### config.mk
export PLATFORM = sky130hd
export DESIGN_NAME = picomips_ctrl
export DESIGN_NICKNAME = d
export VERILOG_FILES = /design/src/rtl/picomips_ctrl.sv
export SDC_FILE = /design/constraint.sdc
export NUM_CORES = 1
export LEC_CHECK = 0
export CAP_MARGIN = 40
export CORE_MARGIN = 3
export CORE_UTILIZATION = 40
export CTS_CLUSTER_SIZE = 30
export DETAILED_ROUTE_END_ITERATION = 6
export DONT_BUFFER_PORTS = 1
export GPL_TIMING_DRIVEN = 0
export PLACE_DENSITY = 0.52
export SLEW_MARGIN = 5
export SYNTH_ARGS = -nofsm -noshare
export SYNTH_HDL_FRONTEND = slang
export SYNTH_SLANG_ARGS = --single-unit
### constraint.sdc
create_clock -name clk -period 1.85 [get_ports clk]
set_input_delay 0.37 -clock clk [delete_from_list [all_inputs] [get_ports clk]]
set_output_delay 0.37 -clock clk [all_outputs]
set_load 0.02 [all_outputs]
### src/rtl/picomips_ctrl.sv
// picomips_ctrl: picoMIPS instruction sequencer, PC, decode, branch and MULI stall control
module picomips_ctrl #(
  parameter int Psize   = 5,
  parameter int Isize   = 14,
  parameter int MUL_LAT = 2
) (
  input  logic             clk,
  input  logic             nReset,
  input  logic             en,
  input  logic             btn,
  input  logic [Isize-1:0] I,
  output logic [Psize-1:0] pc,
  output logic [1:0]       alu_op,
  output logic [1:0]       rd,
  output logic [1:0]       rs,
  output logic [7:0]       imm,
  output logic             in_sel,
  output logic             we,
  output logic             mul_start,
  output logic             busy
);
  localparam int CW = MUL_LAT > 1 ? $clog2(MUL_LAT) : 1;
  localparam int CI = MUL_LAT > 0 ? MUL_LAT - 1 : 0;
  typedef enum logic {RUN, MUL_WAIT} state_t;
  state_t state, state_n;
  logic [CW-1:0] cnt, cnt_n;
  logic [Psize-1:0] pc_n;
  logic btn_m, btn_s, we_i, ms_i;
  assign alu_op    = I[13:12];
  assign rd        = I[11:10];
  assign rs        = I[9:8];
  assign imm       = I[7:0];
  assign in_sel    = (alu_op == 2'b00) & I[7];
  assign we        = we_i & nReset;
  assign mul_start = ms_i & nReset;
  assign busy      = (state == MUL_WAIT) & nReset;
  // Next PC/state and write strobes; everything holds when en is low
  always_comb begin
    state_n = state;
    cnt_n   = cnt;
    pc_n    = pc;
    we_i    = 1'b0;
    ms_i    = 1'b0;
    if (en) begin
      if (state == MUL_WAIT) begin
        if (cnt == '0) begin
          we_i    = 1'b1;
          pc_n    = pc + 1'b1;
          state_n = RUN;
        end else cnt_n = cnt - 1'b1;
      end else if (alu_op == 2'b11) pc_n = (btn_s == I[7]) ? I[Psize-1:0] : pc + 1'b1;
      else if (alu_op == 2'b10 && MUL_LAT > 0) begin
        ms_i    = 1'b1;
        cnt_n   = CW'(CI);
        state_n = MUL_WAIT;
      end else begin
        we_i = 1'b1;
        pc_n = pc + 1'b1;
      end
    end
  end
  // State registers and the two-flop button synchroniser
  always_ff @(posedge clk or negedge nReset) begin
    if (!nReset) begin
      pc    <= '0;
      state <= RUN;
      cnt   <= '0;
      btn_m <= 1'b0;
      btn_s <= 1'b0;
    end else begin
      pc    <= pc_n;
      state <= state_n;
      cnt   <= cnt_n;
      btn_m <= btn;
      btn_s <= btn_m;
    end
  end
endmodule

==> results.yml, run 1 <==
outcome:
  outcome: "finished clean"
die:
  core_um2: 1350
  die_width_um: 44.67
  start_util_pct: 44.30
  dieArea_um2: 1995
  fp.dieH_um: 44.67
  ioPinCount: 41
  num_rows: 13
setup_path:
  slowest_stage: "or3b_4"
  path_depth: 2
  cp-end-kind: "primary output"
  max_stage_delay_ns: 0.44
  crit_buf_inv: 0
  r2r-start: "state$_DFFE_PN0P_"
  cp_top_family: "simple AND/OR/NAND/NOR gates"
  crit_fanout: 6
  critPathKind: "reg -> out"
  worstPathArrival_ns: 1.35
  r2r_cells: 4
  cp-start-kind: "flop"
  cp_cell_sequence: "or3b_4, nor2_2"
  worstSetupStartpoint: "state$_DFFE_PN0P_"
  cp.required_ns: 1.48
sta:
  fin_crit_sh_pct: 93.22
  min_period_ns: 1.725
  rsz0062_at_grt: "no"
  finalSetupViolations: 0
  finClkSkew_ns: 0.006875
  max_slew_margin_pct: 53.69
  hold_viol: 0
  timing.setup.tns_ns: 0
  max_freq_mhz: 579.8
  tightest_slew_ns: 0.6931
  slew_violations: 0
  setup_ws_ns: 0.1254
synth:
  ys_seq_elements: 9
  yosysWarnings: 0
  yosys.cell_types.count: 24
  syn_area_per_cell_um2: 9.062
  syn_area_um2: 598.1
  yosysSeqAreaShare_pct: 37.66
  synth_nets: 85
  yosys.area.top_type: "dfrtp_1"
  syn_inst: 66
  synth_top_cell_area_share_pct: 37.66
  synth.top_cells.by_area: "dfrtp_1 38%, buf_4 18%, mux2i_1 5.0%"
pwr:
  peakVddDrop_mv: 0.6281
  powerDensity_nw_per_um2: 1157
  total_power_mw: 0.7647
  p_leak_nw: 0.3271
final_layout:
  n_fill_cell: 135
  register_area_um2: 225.2
  most-common-layout-cells: "14 x buf_4, 9 x dfrtp_1, 5 x nand2_1, 5 x nor2_1, 4 x inv_1"
  drive_gt1_share_pct: 36.62
  syn2layout_area_growth_pct: 10.46
  final_common_cell: "buf_4"
  layout.nets: 91
  num_antenna_cells: 0
  multi_input_area_um2: 260.3
  fin_area_um2: 660.6
placed_design:
  dpl.hpwl_um: 918.7
  place.port_buffers: 0
  place_ws_ns: 0.2251
  place_congestion: 0.7319
  dpl_cell_area_um2: 616.8
clock_tree:
  tritoncts: "done"
  clockBufferDepth: 2
  cts_root_buffer: "clkbuf_4"
  cts_sinks: 9
  numCtsBuffers: 3
  clkLatencyLatePin_ns: 0.26
  path_clk_slew_ns: 0.05
  htreeDepth: 1
global_routing:
  track_usage_pct: 12.09
  grt-ovfl-total: 0
  grt_max_degree: 10
  grt_pass1_vias: 401
  grt_pass1_wl_um: 1718
  antenna_found_initial: 0
route:
  first_iter_violations: 1
  viasPerCell: 5.279
  drc: 0
  finalWirelength_um: 1163
  drtAntennaViolNets: 0
  dr.pass1.iters: 2
  via_count: 454
  wire_per_inst_um: 13.52
hold_path:
  holdPathStages: 0
  hp-class: "in -> reg"
  worstHoldStart: "btn"
run:
  drv_cap: 0
[metal layers]
layer / track usage [%] / vias to the layer above / wire length [um]
met4: 1.807 / 0 / 0
met3: 8.130 / 0 / 126
met5: 0 / - / 0
li1: - / 226 / -
met1: 14.39 / 205 / 476
met2: 18.34 / 23 / 560
[Yosys cell counts (all sizes together)]
master and number:
mux2i 3, dfrtp 9, xnor2 1, ha 1
a31oi 2, nor3b 2, a22oi 1, or3b 1
and3 2, buf 14, o22ai 2, a21oi 3
inv 4, nand3 4, and2 1, nand2 5
a221o 1, nor2 7, o21ai 1, and2b 1
nor3 1
[per-stage QoR]
step	utilization [%]	std cells	hold WS (ns)
3_5_place_dp	45.69	81	0.07463
4_1_cts	48.75	86	0.1301
2_1_floorplan	-	66	0.07441
5_1_grt	48.93	86	0.1160
6_report	48.93	86	0.1417
3_3_place_gp	45.69	81	0.07464
[registers in the layout (all words and copies together), names as in the netlist]
| signal | count |
|---|---|
| btn_m | 1 |
| btn_s | 1 |
| cnt | 1 |
| pc | 5 |
| state | 1 |
[kinds of logic (layout without fill, tap and decap cells)]
kind of cell	Yosys count	count (layout)	synth area share [%]
flip-flops	9	9	37.66
AND/OR/NAND/NOR	24	24	23.22
AO/OA/AOI/OAI	10	10	10.46
XOR/XNOR	1	1	1.465
buffers and inverters	18	23	20.08
adder cells (fa/ha/maj)	1	1	2.092
multiplexers	3	3	5.021
[path summary, 6_finish.rpt]
kind | to | slack, ns
worst max-delay path | mul_start | 0.13
worst min register to register | btn_s$_DFF_PN0_ | 0.34
max in group asynchronous | cnt$_DFFE_PN0P_ | 1.09
worst min-delay path | btn_m$_DFF_PN0_ | 0.14
min in group asynchronous | pc[1]$_DFFE_PN0P_ | 0.47
worst max register to register | pc[0]$_DFFE_PN0P_ | 0.39
[layout make-up]
cell class                      count  share of cell area, %
Clock buffer                        4                  3.977
Timing Repair Buffer                1                  1.515
Buffer                             14                  15.91
Tap cell                           15                  2.841
Sequential cell                     9                  34.09
Inverter                            4                  2.273
Multi-Input combinational cell     39                  39.39
[where the power goes]
group          switching, mW  internal, mW  total, mW
registers              0.133         0.257      0.390
clock network         0.0649        0.0829      0.148
logic                  0.118         0.109      0.227
[repair_timing]
item                                   4_1_cts  5_1_grt
setup endpoints to repair                    1        1
hold buffers                                 1        0
resized for setup                            1        1
endpoints found under the hold margin        9        0
buffers inserted                             0        0
[worst reg2reg max path, stage by stage, from the launching register on]
cell	delay, ns
dfrtp_1	0.43
or3b_4	0.44
nand3_2	0.15
nor2_2	0.05
a221o_1	0.28
(Power assumes the default switching activity.)
==> run 2, diff against run 1 <==
==> constraint.sdc (replaced) <==
create_clock -name clk -period 1.85 [get_ports clk]
set_input_delay 0.37 -clock clk [delete_from_list [all_inputs] [get_ports clk]]
set_output_delay 0.37 -clock clk [all_outputs]
set_load 0.1 [all_outputs]
==> run 2 against run 1 <==
The flow now finishes with violations (setup timing). Final cell count is 10% higher. Critical path depth stayed put. Worst setup slack worse by 0.18 ns. Design area is 32% higher. Core utilization is 16 points higher. Hold slack hardly changed. Register-to-register slack worse by 0.08 ns. Routed wire length is 24% higher. Count of clock-buffer cells in the layout stayed put.
==> results.yml, run 2 (synthesized netlist as in run 1, its figures left out) <==
outcome:
  outcome: "finished, violations left"
  violations: "setup timing"
global_routing:
  grt_pass1_vias: 494
  grt_pass1_wl_um: 2242
  track_usage_pct: 15.98
  grt-ovfl-total: 0
  grt_max_degree: 10
  antenna_found_initial: 0
run:
  drv_cap: 0
sta:
  tightest_slew_ns: 0.6113
  hold_ws_ns: 0.1412
  max_freq_mhz: 525.9
  finClkSkew_ns: 0.002422
  fin_crit_sh_pct: 102.8
  setup_ws_ns: -0.05140
  slew_violations: 0
  max_slew_margin_pct: 59.15
  rsz0062_at_grt: "yes"
  timing.setup.tns_ns: -0.05140
  min_period_ns: 1.901
  finalSetupViolations: 1
  hold_viol: 0
final_layout:
  drive_gt1_share_pct: 45.00
  num_antenna_cells: 0
  most-common-layout-cells: "16 x buf_4, 9 x dfrtp_1, 5 x nand2_1, 5 x nor2_1, 5 x buf_16"
  n_fill_cell: 113
  regMostFlops: "pc"
  utilization_pct: 64.50
  syn2layout_area_growth_pct: 45.61
  layout.nets: 100
  largest_reg_flops: 5
  final_common_cell: "buf_4"
  fin_area_um2: 870.8
pwr:
  intPower_mw: 0.7387
  combinationalPowerShare_pct: 68.5
  power_frac_clock_pct: 9.1
  seq_power_share_pct: 22.4
  switchingPower_mw: 0.8500
  powerDensity_nw_per_um2: 1824
  swShare_pct: 53.50
  p_leak_nw: 0.4219
  peakVddDrop_mv: 1.059
clock_tree:
  numCtsBuffers: 3
  clockBufferDepth: 2
  cts_sinks: 9
  htreeDepth: 1
  cts_root_buffer: "clkbuf_4"
  tritoncts: "done"
  path_clk_slew_ns: 0.06
  clkLatencyLatePin_ns: 0.25
route:
  drtAntennaViolNets: 0
  first_iter_violations: 3
  drc: 0
  wire_per_inst_um: 15.22
  via_count: 499
  dr.pass1.iters: 3
  finalWirelength_um: 1446
  viasPerCell: 5.253
die:
  fp.dieH_um: 44.67
  ioPinCount: 41
  num_rows: 13
  dieArea_um2: 1995
  core_um2: 1350
  die_width_um: 44.67
  start_util_pct: 44.30
placed_design:
  place_ws_ns: 0.1261
  place.port_buffers: 0
  dpl_cell_area_um2: 814.5
  place_congestion: 0.6143
  dpl.hpwl_um: 1148
setup_path:
  r2r-start: "state$_DFFE_PN0P_"
  crit_fanout: 2
  cp-end-kind: "primary output"
  worstSetupStartpoint: "state$_DFFE_PN0P_"
  cp.required_ns: 1.48
  cp-start-kind: "flop"
  critPathKind: "reg -> out"
  worstPathArrival_ns: 1.53
hold_path:
  worstHoldStart: "btn"
  hp-class: "in -> reg"
## run 2: cell count changes in the layout (fill, tap and decap cells not counted)
cell,before,now
buf_8,0,1
nor2_4,0,1
buf_16,0,5
buf_4,14,16
buf_12,0,1
nor2_2,2,1
nor3b_2,1,0
nor3b_1,1,0
nor3b_4,0,2
## run 2: path summary, 6_finish.rpt
path / slack [ns] / cells after the start / endpoint
setup reg to reg: 0.31 / 5 / pc[0]$_DFFE_PN0P_
min in group asynchronous: 0.48 / 1 / btn_m$_DFF_PN0_
setup / recovery: -0.05 / 2 / mul_start
hold / removal: 0.14 / 0 / btn_m$_DFF_PN0_
hold reg to reg: 0.37 / 0 / btn_s$_DFF_PN0_
max in group asynchronous: 1.09 / 1 / pc[4]$_DFFE_PN0P_
## run 2: critical path: stages, from the launching register on
cell     delay [ns]
dfrtp_1        0.39
or3b_4         0.40
nor2_4         0.49
## run 2: timing repair
item	in CTS	in global routing
endpoints found under the setup margin	1	2
endpoints found under the hold margin	9	0
resized for setup	0	1
setup buffers	2	0
pin swaps	2	2
hold buffers	1	0
## run 2: power groups by stage
| stage | logic [mW] | clock network (mW) | registers, mW |
|---|---|---|---|
| 3_3_place_gp | 0.365 | 0 | 0.709 |
| 6_report | 1.09 | 0.145 | 0.356 |
| 5_1_grt | 1.12 | 0.172 | 0.362 |
| 3_5_place_dp | 1.08 | 0 | 0.362 |
| 4_1_cts | 1.09 | 0.156 | 0.356 |
| 2_1_floorplan | 0.340 | 0 | 0.691 |
## run 2: area by class of cell
| type | instances | area, um2 | share of cell area [%] |
|---|---|---|---|
| inverter | 4 | 15.01 | 1.724 |
| timing repair buffer | 10 | 197.7 | 22.70 |
| buffer | 14 | 105.1 | 12.07 |
| sequential | 9 | 225.2 | 25.86 |
| tap | 15 | 18.77 | 2.155 |
| clock buffer | 4 | 26.28 | 3.017 |
| multi-input combinational | 39 | 282.8 | 32.47 |
## run 2: per-layer routing
metal,global-route usage (%),up-vias,part of all wire (%),wire (um)
met3,3.252,2,7.9,114
met5,0,-,0,0
met1,18.80,229,40,578
li1,-,242,-,-
met4,9.036,0,0.41,6
met2,26.65,26,52,746
## run 2: stage by stage
step,cells,total power [mW]
floorplan,66,1.031
global placement,81,1.074
detailed placement,88,1.437
CTS,95,1.604
global route,95,1.655
finish,95,1.589
==> run 3, diff against run 2 <==
CORE_MARGIN = 1   (was 3)
CTS_CLUSTER_SIZE = unset   (was 30)
==> run 3 against run 2 <==
The run still ends with setup timing left. Final cell count is the same. Largest cell class unchanged. Critical path depth is the same. Fmax grew 0.62%. Largest power group unchanged.
==> results.yml, run 3 (synthesized netlist as in run 1, its figures left out) <==
setup_path:
  cp-end-kind: "primary output"
  r2r_setup_slack_ns: 0.33
  worstPathArrival_ns: 1.52
  r2r-start: "state$_DFFE_PN0P_"
  crit_fanout: 2
  cp-start-kind: "flop"
  worstSetupStartpoint: "state$_DFFE_PN0P_"
  r2r_cells: 5
  cp.required_ns: 1.48
  critPathKind: "reg -> out"
route:
  drc: 0
  dr.pass1.iters: 3
  first_iter_violations: 4
  via_count: 509
  wire_per_inst_um: 13.01
  drtAntennaViolNets: 0
  finalWirelength_um: 1236
  viasPerCell: 5.358
final_layout:
  syn2layout_area_growth_pct: 45.61
  fin_area_um2: 870.8
  drive_gt1_share_pct: 45.00
  layout.nets: 100
  most-common-layout-cells: "16 x buf_4, 9 x dfrtp_1, 5 x nand2_1, 5 x nor2_1, 5 x buf_16"
  num_antenna_cells: 0
  largest_reg_flops: 5
  regMostFlops: "pc"
  final_common_cell: "buf_4"
pwr:
  intPower_mw: 0.7381
  seq_power_share_pct: 22.4
  switchingPower_mw: 0.8377
  combinationalPowerShare_pct: 68.5
  power_frac_clock_pct: 9.1
  p_leak_nw: 0.4219
  swShare_pct: 53.16
  powerDensity_nw_per_um2: 1810
  peakVddDrop_mv: 1.196
sta:
  setup_ws_ns: -0.03973
  tightest_slew_ns: 0.6071
  rsz0062_at_grt: "yes"
  finalSetupViolations: 1
  timing.setup.tns_ns: -0.03973
  slew_violations: 0
  hold_viol: 0
  finClkSkew_ns: 0.003296
  max_freq_mhz: 529.2
  min_period_ns: 1.890
  fin_crit_sh_pct: 102.1
  max_slew_margin_pct: 59.43
hold_path:
  hp-class: "in -> reg"
  holdPathStages: 0
  worstHoldStart: "btn"
outcome:
  violations: "setup timing"
  outcome: "finished, violations left"
die:
  fp.dieH_um: 40.67
  start_util_pct: 44.30
  core_um2: 1350
  dieArea_um2: 1654
  die_width_um: 40.67
  ioPinCount: 41
  num_rows: 13
placed_design:
  dpl_cell_area_um2: 814.5
  dpl.hpwl_um: 997.2
  place.port_buffers: 0
  place_ws_ns: 0.1380
  place_congestion: 0.6835
clock_tree:
  path_clk_slew_ns: 0.06
  tritoncts: "done"
  clkLatencyLatePin_ns: 0.25
  clockBufferDepth: 2
  htreeDepth: 1
  numCtsBuffers: 3
  cts_sinks: 9
  cts_root_buffer: "clkbuf_4"
global_routing:
  track_usage_pct: 17.76
  grt_max_degree: 10
  grt_pass1_wl_um: 1794
  grt-ovfl-total: 0
  antenna_found_initial: 0
  grt_pass1_vias: 424
run:
  drv_cap: 0
run 3: power groups by stage:
stage / combinational (mW) / clock (mW) / sequential (mW)
6_report: 1.08 / 0.144 / 0.353
4_1_cts: 1.08 / 0.152 / 0.353
3_3_place_gp: 0.364 / 0 / 0.709
5_1_grt: 1.12 / 0.159 / 0.363
3_5_place_dp: 1.07 / 0 / 0.359
2_1_floorplan: 0.340 / 0 / 0.691
run 3: critical path, stage by stage, from the launching register on:
cell	delay, ns
dfrtp_1	0.38
or3b_4	0.40
nor2_4	0.49
run 3: layer usage:
layer	vias to the layer above	track usage (%)	share of wire, %
met5	-	0	0
met4	0	12.50	1.6
met3	4	3.261	6.1
met2	31	25.79	48
met1	230	23.69	44
li1	244	-	-
run 3: stage by stage:
step / utilization [%] / power, mW / hold slack, ns / std cells
floorplan: - / 1.031 / 0.07441 / 66
global placement: 47.91 / 1.073 / 0.07460 / 81
detailed placement: 60.33 / 1.426 / 0.07461 / 88
CTS: 64.13 / 1.588 / 0.1307 / 95
global route: 64.50 / 1.645 / 0.1256 / 95
finish: 64.50 / 1.576 / 0.1438 / 95
run 3: worst paths after layout:
| path | to |
|---|---|
| setup reg to reg | pc[0]$_DFFE_PN0P_ |
| max in group asynchronous | cnt$_DFFE_PN0P_ |
| setup / recovery | mul_start |
| hold reg to reg | btn_s$_DFF_PN0_ |
| hold / removal | btn_m$_DFF_PN0_ |
| min in group asynchronous | state$_DFFE_PN0P_ |
run 3: what timing repair did:
action | CTS | global route
endpoints found under the setup margin | 1 | 2
hold endpoints to repair | 9 | 0
hold buffers | 1 | 0
pin swaps | 2 | 2
buffers inserted | 2 | 0
gates resized for setup | 0 | 1
run 3: final cells by class:
| class | instances | area [um2] |
|---|---|---|
| multi-input combinational | 39 | 282.8 |
| timing repair buffer | 10 | 197.7 |
| clock buffer | 4 | 26.28 |
| fill | 104 | 479.2 |
| inverter | 4 | 15.01 |
| sequential | 9 | 225.2 |
| tap | 15 | 18.77 |
| buffer | 14 | 105.1 |
==> RTL edit 1, RTL diff (settings of run 1) <==
Set the parameter `MUL_LAT` to 4 (it was 2).
--- a/src/rtl/picomips_ctrl.sv
+++ b/src/rtl/picomips_ctrl.sv
@@ -2,7 +2,7 @@
 module picomips_ctrl #(
   parameter int Psize   = 5,
   parameter int Isize   = 14,
-  parameter int MUL_LAT = 2
+  parameter int MUL_LAT = 4
 ) (
   input  logic             clk,
   input  logic             nReset,
Behaviour: not the same (a bounded check fails within 4 cycles, from zero or initial values and one cycle with nReset low).
==> RTL edit 1 against run 1 <==
Register-to-register slack better by 60 ps; design area up 17%; area after synthesis grew 18%; sequential cell count up 1; routed wire length up 17%; worst setup slack worse by 31 ps; largest cell class unchanged.
Power is not compared: it rests on default switching activity, and its combinational part moved more than twofold at a synthesized area within 25%.
==> RTL edit 1: results (changes against run 1) <==
| Metric | Value |
|---|---|
| Status | completed |
| Clock Skews | 6.69 ps (-0.185 ps) |
| Worst-path fanout max | 4 (-2) |
| Final wirelength | 1.36 mm (+17%) |
| Layout fillers | 163 (+21%) |
| DRT iter0 DRCs | 2 (+1) |
| First-pass GRT wire length | 1.88 mm (+9.2%) |
| Post-cts sizing count | 0 (-1) |
| Crit path DAT | 1390 ps (+40 ps) |
| Worst R2R Setup Slack | 450 ps (+60 ps) |
| Via/cell ratio | 5.28 (about the same) |
| Slowest stage delay, CP | 400 ps (-40 ps) |
| All-Layer GR Usage | 0.121 (-0.000139) |
| Post-DP HPWL | 1.03 mm (+12%) |
| Setup crit end | we |
| Slowest-stage cell, CP | dfrtp_1 |
| Slew @ Worst Pin | 674 ps (-19.1 ps) |
| Final setup margin | 94.6 ps (-30.8 ps) |
| Seq/Total Area, Yosys | 0.356 (-0.0207) |
| Place WS | 315 ps (+90.3 ps) |
| Placer Congestion | 0.692 (-5.4%) |
| Post-placement cell count | 90 (+11%) |
| Synthesized area per cell | 9.50 um^2 (+4.9%) |
| RR Startpoint | cnt[0]$_DFFE_PN0P_ |
| Post-synthesis cell type count | 28 (+17%) |
| Post-DP Area | 723 um^2 (+17%) |
| Clock slew at reported path FFs | 70 ps (+20 ps) |
==> RTL edit 1: layer usage <==
layer  GRT usage  wire [um]  vias up
met5           0          0        -
met4      0.0484         12        0
met3      0.0526        140        2
met2       0.164        546       27
met1       0.167        657      225
li1            -          -      248
==> RTL edit 1: final cells by class <==
type | instances | share of cell area
multi-input cells | 45 | 0.431
plain buffers | 14 | 0.136
flip-flops and latches | 10 | 0.323
repair buffers | 1 | 0.0129
inverters | 5 | 0.0242
clock buffers | 4 | 0.0468
well taps | 16 | 0.0258
==> RTL edit 1: cells by family after synthesis <==
family | synth area share
DFF | 0.356
adders and majority gates | 0.0356
xor gates and xnor gates | 0.0125
and+or+nand+nor | 0.183
buffers and inverters | 0.176
AOI/OAI and AO/OA | 0.158
muxes | 0.0783
==> RTL edit 1: worst register-to-register path, delay by kind of cell, from the launching register on <==
family	cells	cell delay, ps
flops	1	370
mux	1	290
buf+inv	1	50
fa+ha+maj	1	170
compound gates	1	100
simple gates	2	300
==> RTL edit 2, RTL diff (settings of run 1) <==
Made on the original files. Add an input register stage for `btn`; this delays it by one clock. The other inputs are not delayed to match.
--- a/src/rtl/picomips_ctrl.sv
+++ b/src/rtl/picomips_ctrl.sv
@@ -22,6 +22,13 @@
   localparam int CW = MUL_LAT > 1 ? $clog2(MUL_LAT) : 1;
   localparam int CI = MUL_LAT > 0 ? MUL_LAT - 1 : 0;
   typedef enum logic {RUN, MUL_WAIT} state_t;
+
+  logic btn_q;
+
+  always_ff @(posedge clk) begin
+    btn_q <= btn;
+  end
+
   state_t state, state_n;
   logic [CW-1:0] cnt, cnt_n;
   logic [Psize-1:0] pc_n;
@@ -71,7 +78,7 @@
       pc    <= pc_n;
       state <= state_n;
       cnt   <= cnt_n;
-      btn_m <= btn;
+      btn_m <= btn_q;
       btn_s <= btn_m;
     end
   end
Function: changed (Yosys sat finds a counterexample within 4 cycles, from zero or initial values and one cycle with nReset low).
==> RTL edit 2 against run 1 <==
Worst setup slack improved by 7.0 ps; highest routed layer is now met4; clock skew increased by 4.7 ps; critical path type unchanged; area after synthesis increased by 3.3%; worst hold slack got worse by 6.0 ps; sequential cell count increased by 1; via count increased by 3.7%; synthesized cell count increased by 1.5%; die area increased by 2.9%; sequential share of layout area increased by 1.9 points; power increased by 5.1%; critical endpoint unchanged; largest cell class unchanged; count of clock-buffer cells in the layout unchanged; routed wire length increased by 11%; design area increased by 3.0%.
==> RTL edit 2: results (changes against run 1) <==
| Metric | Value |
|---|---|
| Post-Syn Nets | 86 (+1.2%) |
| RR Startpoint | state$_DFFE_PN0P_ |
| Crit Reg-Reg Endpoint | pc[0]$_DFFE_PN0P_ |
| Status | completed |
| Synthesized area per cell | 9.23 um^2 (+1.8%) |
| Seq/Total Area, Yosys | 0.397 (+0.0202) |
| # diodes | 0 (unchanged) |
| Yosys Warn Count | 0 (unchanged) |
| Placer Congestion | 0.758 (+3.6%) |
| Slowest-stage cell, CP | or3b_4 |
| Fraction of layout cells with a size suffix above 1 | 0.361 (-0.00509) |
| Vias in the first global route | 452 (+13%) |
| First-pass GRT wire length | 2.04 mm (+19%) |
| Post-placement cell count | 82 (+1.2%) |
| Worst-path fanout max | 6 (unchanged) |
| Place WS | 236 ps (+10.8 ps) |
| Clock Skews | 11.6 ps (+4.73 ps) |
| Met3 Use GR | 0.0518 (-0.0295) |
| Post-synth top flop | dfrtp_1 |
| Hold Path Origin | btn |
| Met1 Track Usage GR | 0.187 (+0.0428) |
| Hold WC Path Type | in -> reg |
| All-Layer GR Usage | 0.142 (+0.0211) |
| DRT iter0 DRCs | 8 (+7) |
| Post-DP Area | 637 um^2 (+3.2%) |
| Hold Path Sink | btn_q$_DFF_P_ |
| Clock Path Buffers | 2 (unchanged) |
| Lkg Pwr | 0.336 nW (+2.6%) |
| Final wirelength | 1.29 mm (+11%) |
| Layout fillers | 137 (+1.5%) |
| Initial antenna violation count | 0 (unchanged) |
| Via count | 471 (+3.7%) |
| Grt met2 use | 0.195 (+0.0115) |
| Worst R2R Setup Slack | about 380 ps |
| Nets | 92 (+1.1%) |
| Reg2Reg Depth | 4 (unchanged) |
| Number of I/O port buffers | 0 (unchanged) |
| Top cells by area, synth | dfrtp_1 (36%), buf_4 (17%), mux2i_1 (4.9%) |
| Max reg flops | 5 (unchanged) |
| Largest Register | pc |
| Post-DP HPWL | 964 um (+5.0%) |
| WL per Instance | 14.9 um (+9.8%) |
| Max IR drop VDD | 0.000564 V (-10%) |
| Post-synthesis cell type count | 25 (+4.2%) |
| Drt first pass iters | 4 (+2) |
| Hold Worst Slack | 136 ps (-6.00 ps) |
| Slew @ Worst Pin | 685 ps (-7.98 ps) |
| Async SR Flop Fraction | 0.900 (-0.100) |
==> RTL edit 2: cell count changes in the layout (fill, tap and decap cells not counted), sizes merged <==
cell | run 1 | this run
dfxtp | 0 | 1
==> RTL edit 2: timing repair <==
item | in CTS | in global routing
resized for setup | 1 | 1
hold endpoints to repair | 9 | 0
hold buffers | 1 | 0
setup endpoints to repair | 1 | 1
==> RTL edit 2: worst max path at each step <==
stage	from	to	slack (ps)	cells after the start
2_1_floorplan	state$_DFFE_PN0P_	we	320	2
3_3_place_gp	state$_DFFE_PN0P_	we	220	2
3_5_place_dp	state$_DFFE_PN0P_	we	240	2
4_1_cts	state$_DFFE_PN0P_	mul_start	30	2
5_1_grt	state$_DFFE_PN0P_	we	70	2
6_report	state$_DFFE_PN0P_	mul_start	130	2
==> RTL edit 2: kinds of logic after synthesis <==
kind of cell	count (synthesis)	share of synthesized area
AND/OR/NAND/NOR	24	0.225
buffers and inverters	18	0.194
AO/OA/AOI/OAI	10	0.101
flip-flops	10	0.397
multiplexers	3	0.0486
XOR/XNOR	1	0.0142
adder cells (fa/ha/maj)	1	0.0202
==> RTL edit 2: cell type report <==
type                    instances  area (um^2)  area share
inverters                       4         15.0      0.0221
clock buffers                   4         26.3      0.0386
repair buffers                  1         10.0      0.0147
flip-flops and latches         10          245       0.360
well taps                      15         18.8      0.0276
plain buffers                  14          105       0.154
multi-input cells              39          260       0.382
==> RTL edit 2: power breakdown <==
| group | total (mW) | switching [mW] | internal (mW) | leakage [nW] |
|---|---|---|---|---|
| combinational | 0.231 | 0.122 | 0.109 | 0.206 |
| sequential | 0.416 | 0.136 | 0.280 | 0.115 |
| clock | 0.157 | 0.0737 | 0.0831 | 0.0150 |
==> RTL edit 2: worst max-delay path, delay by kind of cell (launching register included) <==
family           cells  cell delay [ps]
AND/OR/NAND/NOR      2              670
flip-flops           1              420
==> RTL edit 2: routing by layer <==
| metal | up-vias | part of all wire |
|---|---|---|
| met2 | 35 | 0.41 |
| met3 | 5 | 0.13 |
| met1 | 203 | 0.44 |
| met5 | - | 0 |
| met4 | 0 | 0.022 |
| li1 | 228 | - |
